[src/rtl/interval_timer_pkg.sv]
// Shared types and constants for the interval timer controller.
package interval_timer_pkg;

  typedef enum logic [1:0] {
    IDLE = 2'd0,
    RUN  = 2'd1,
    HOLD = 2'd2
  } state_e;

  localparam logic MODE_ONESHOT  = 1'b0;
  localparam logic MODE_PERIODIC = 1'b1;

endpackage

[src/rtl/load_counter.sv]
// Loadable WIDTH-bit up-counter; load wins over enable, wraps modulo 2^WIDTH.
module load_counter #(
  parameter int unsigned WIDTH = 4
) (
  input  logic             clk,
  input  logic             reset,
  input  logic             load,
  input  logic             en,
  input  logic [WIDTH-1:0] load_val,
  output logic [WIDTH-1:0] count
);

  // Count register: reset, then load, then increment.
  always_ff @(posedge clk or posedge reset) begin
    if (reset) begin
      count <= '0;
    end else if (load) begin
      count <= load_val;
    end else if (en) begin
      count <= count + WIDTH'(1);
    end
  end

endmodule

[src/rtl/interval_timer_ctrl.sv]
// Programmable interval timer controller: sequences load_counter, emits ticks.
module interval_timer_ctrl
  import interval_timer_pkg::*;
#(
  parameter int unsigned WIDTH = 4
) (
  input  logic             clk,
  input  logic             reset,
  input  logic             cfg_valid_i,
  output logic             cfg_ready_o,
  input  logic [WIDTH-1:0] cfg_period_i,
  input  logic             cfg_periodic_i,
  input  logic             pause_i,
  input  logic             stop_i,
  output logic             busy_o,
  output logic             tick_o,
  output logic             err_o,
  output logic [WIDTH-1:0] count_o
);

  state_e           state_q, state_d;
  logic [WIDTH-1:0] period_q, period_d;
  logic             periodic_q, periodic_d;
  logic             err_q, err_d;
  logic             cnt_load, cnt_en;
  logic [WIDTH-1:0] count;
  logic             terminal;

  load_counter #(
    .WIDTH(WIDTH)
  ) u_counter (
    .clk      (clk),
    .reset    (reset),
    .load     (cnt_load),
    .en       (cnt_en),
    .load_val ('0),
    .count    (count)
  );

  // period_q >= 1 whenever RUN/HOLD is reachable, so the subtraction never wraps there.
  assign terminal    = (count == period_q - WIDTH'(1));
  assign tick_o      = (state_q == RUN) & terminal & ~pause_i & ~stop_i;
  assign cfg_ready_o = (state_q == IDLE);
  assign busy_o      = (state_q == RUN) | (state_q == HOLD);
  assign err_o       = err_q;
  assign count_o     = count;

  // Next-state, capture and counter control decode.
  always_comb begin
    state_d    = state_q;
    period_d   = period_q;
    periodic_d = periodic_q;
    err_d      = 1'b0;
    cnt_load   = 1'b0;
    cnt_en     = 1'b0;
    case (state_q)
      IDLE: begin
        if (cfg_valid_i) begin
          period_d   = cfg_period_i;
          periodic_d = cfg_periodic_i;
          if (cfg_period_i != '0) begin
            cnt_load = 1'b1;
            state_d  = RUN;
          end else begin
            err_d = 1'b1;
          end
        end
      end
      RUN: begin
        if (stop_i) begin
          state_d = IDLE;
        end else if (pause_i) begin
          state_d = HOLD;
        end else if (terminal) begin
          if (periodic_q == MODE_PERIODIC) begin
            cnt_load = 1'b1;
          end else begin
            state_d = IDLE;
          end
        end else begin
          cnt_en = 1'b1;
        end
      end
      HOLD: begin
        if (stop_i) begin
          state_d = IDLE;
        end else if (!pause_i) begin
          state_d = RUN;
          // The release cycle counts as a run cycle so each paused cycle costs exactly
          // one cycle of delay; a held terminal value is left alone so its tick still fires.
          cnt_en  = ~terminal;
        end
      end
      default: state_d = IDLE;
    endcase
  end

  // State, captured configuration and error pulse registers.
  always_ff @(posedge clk or posedge reset) begin
    if (reset) begin
      state_q    <= IDLE;
      period_q   <= '0;
      periodic_q <= MODE_ONESHOT;
      err_q      <= 1'b0;
    end else begin
      state_q    <= state_d;
      period_q   <= period_d;
      periodic_q <= periodic_d;
      err_q      <= err_d;
    end
  end

endmodule
[config.mk]
export PLATFORM = sky130hd
export DESIGN_NAME = interval_timer_ctrl
export DESIGN_NICKNAME = d
export VERILOG_FILES = /design/src/rtl/interval_timer_pkg.sv /design/src/rtl/load_counter.sv /design/src/rtl/interval_timer_ctrl.sv
export SDC_FILE = /design/constraint.sdc
export NUM_CORES = 1
export LEC_CHECK = 0
export CAP_MARGIN = 15
export CORE_MARGIN = 1.5
export CORE_UTILIZATION = 43
export DETAILED_ROUTE_END_ITERATION = 6
export PLACE_DENSITY = 0.71
export SLEW_MARGIN = 20
export SYNTH_ARGS = -nofsm -noshare
export SYNTH_HDL_FRONTEND = slang
export SYNTH_HIERARCHICAL = 1
export SYNTH_SLANG_ARGS = --single-unit
[constraint.sdc]
create_clock -name clk -period 5.9 [get_ports clk]
set_input_delay 1.475 -clock clk [delete_from_list [all_inputs] [get_ports clk]]
set_output_delay 1.475 -clock clk [all_outputs]
set_load 0.03 [all_outputs]
==> out/summary.txt <==
gr ovfl total = 0
Top Layer Used = met4
Hold Path Class = reg -> reg
number of remaining DRC errors = 0
clock latency on the worst-skew pair = 280 ps
H-tree level count = 1
Buffers & Inverters on Critical Path = 2
routability congestion estimate from global placement = 0.809
clk slew on worst S/H paths = 80 ps
post-synth top area share = 0.407
Max Slew Vio Count = 0
Mapped Cells = 72
setup TNS = 0 ps
Leak = 0.434 nW
peak per-stage delay on the critical path = 690 ps
vias per inst = 5.05
Root Buffer = clkbuf_4
DRT met1 WL = 663 um
post-cts resize count = 0
first-pass iteration count of the detailed router = 5
fin area = 976 um^2
DR iter-0 viols = 9
placed inst area = 940 um^2
met2 wire length = 619 um
hold buffers post-CTS = 0
Fin. Hold Viols = 0
Core Footprint = 0.00156 mm^2
antenna diode count = 0
CP max FO = 4
vias in the first global route = 560
Die ar. = 0.00197 mm^2
CP startpoint kind = input port
min Tclk post-route = 4490 ps
Cell Rows = 14
Pwr Density = 557 mW/mm^2
Post-DP HPWL = 1120 um
total track usage = 0.171
area leader, netlist = dfrtp_1
crit path max-delay cell type = clkdlybuf4s50_1
initial core utilization = 0.474
status = finished, final reports clean
CTS buffer count = 3
DR WL met3 = 66 um
library cells used by synthesis = 22
total setup buffers inserted after CTS = 0
Synth Cell Area = 738 um^2
CP delay by family, top = buffers and inverters
Register Area = 300 um^2
final setup violation count = 0
Syn Area/Cell = 10.3 um^2
MaxCap Viol Count = 0
CTS tree = done
Setup crit end kind = output pin
share of layout cells above drive strength 1 = 0.135
Routed WL per cell = 12.2 um
CP required = 4430 ps
Ports = 18
Die Y = 44.4 um
CP arrival = 3010 ps
area grow syn2layout = 32.2%
initial antenna violation count = 0
critical path class = in -> out
pin count of the biggest net entering global routing = 9
clock sink count = 12
hold slack final = 534 ps
sequential share of the synthesized area = 0.407
CTS max path bufs = 2
Worst VDD drop = 289 uV
first-pass GRT wire length = 2390 um
vias = 566
cells along the critical path = clkdlybuf4s50_1 -> nor2_1 -> nand2_1 -> nor2_1 -> clkdlybuf4s50_1
Final period util = 0.761
#FFs+latches synth = 12
Worst Skew = 8.95 ps
Multi-input gate area = 423 um^2
final WL = 1370 um
RSZ-0062 raised after global routing = false
nets@finish = 113
IO Port Bufs = 17
layout filler cell count = 138
DIE WIDTH = 44.4 um
Ys Warns = 6
largest cells by area after synthesis = dfrtp_1 41%, ha_1 10%, xnor2_1 9.5%
Routed Antenna Nets = 0
Max Clock Freq = 223 MHz
## cell usage in the layout (no fill, tap or decap), drive strengths merged, types with 2 or more instances in the layout
master,count
clkdlybuf4s50,17
dfrtp,12
nand2,9
xnor2,8
inv,7
mux2,7
ha,6
nor2,5
o21ai,4
conb,4
clkbuf,4
mux2i,2
or4,2
## Yosys cell counts
library cell	n
nor3_2	1
conb_1	1
nand2_1	9
or4_4	1
nand3_1	1
nor2_1	5
a32o_1	1
mux2_2	6
a31o_1	1
ha_1	6
a22o_1	1
a21oi_1	1
inv_1	7
dfrtp_1	12
xor2_1	1
o21ai_0	4
or4_1	1
mux2_4	1
mux2i_1	2
and3_1	1
nand4_1	1
xnor2_1	8
## path summary, 6_finish.rpt
check / to / depth (start not counted) / startpoint / slack [ps]
worst min register to register: period_q[3] / 1 / period_q[3] / 530
worst max register to register: u_counter/count[3] / 7 / period_q[0] / 3560
worst max-delay path: tick_o / 5 / pause_i / 1410
max in group asynchronous: state_q[1] / 2 / reset / 4210
min in group asynchronous: u_counter/count[1] / 2 / reset / 1410
worst min-delay path: period_q[3] / 1 / period_q[3] / 530
## area by class of cell
type	instances	share of cell area
Clock buffer	4	0.0372
Sequential cell	12	0.308
Multi-Input combinational cell	56	0.433
Timing Repair Buffer	17	0.174
Inverter	7	0.0269
Tap cell	16	0.0205
## kinds of logic (layout without fill, tap and decap cells)
kind of cell               after synthesis  count (layout)  share of synthesized area
AOI/OAI and AO/OA                        8               8                     0.0712
xor gates and xnor gates                 9               9                      0.107
adders and majority gates                6               6                      0.102
buffers and inverters                    7              28                     0.0356
DFF                                     12              12                      0.407
muxes                                    9               9                      0.139
other                                    1               4                    0.00508
and+or+nand+nor                         20              20                      0.134
## through the flow
step / instances / util / setup WS, ps / total power [W]
after detailed placement: 108 / 0.603 / 1410 / 0.000479
after global placement: 108 / 0.603 / 1440 / 0.000472
after floorplan: 75 / - / 2300 / 0.000392
after CTS: 112 / 0.626 / 1410 / 0.000546
after global routing: 112 / 0.626 / 1280 / 0.000584
final: 112 / 0.626 / 1410 / 0.000543
## state kept, by name, indices dropped and copies added (netlist names)
signal / count
err_o: 1
period_q: 4
periodic_q: 1
state_q: 2
u_counter/count: 4
## layer usage
layer,vias up,global-route usage
li1,285,-
met5,-,0
met1,261,0.226
met2,16,0.259
met4,0,0.0909
met3,4,0.0408
## report_power, final
part | leakage, nW | internal [W] | switching, W
registers | 0.146 | 0.000121 | 0.0000430
logic | 0.267 | 0.000162 | 0.000151
clock network | 0.0210 | 0.0000375 | 0.0000285
total | 0.434 | 0.000320 | 0.000223
No activity file was read; power rests on OpenSTA's default activity.
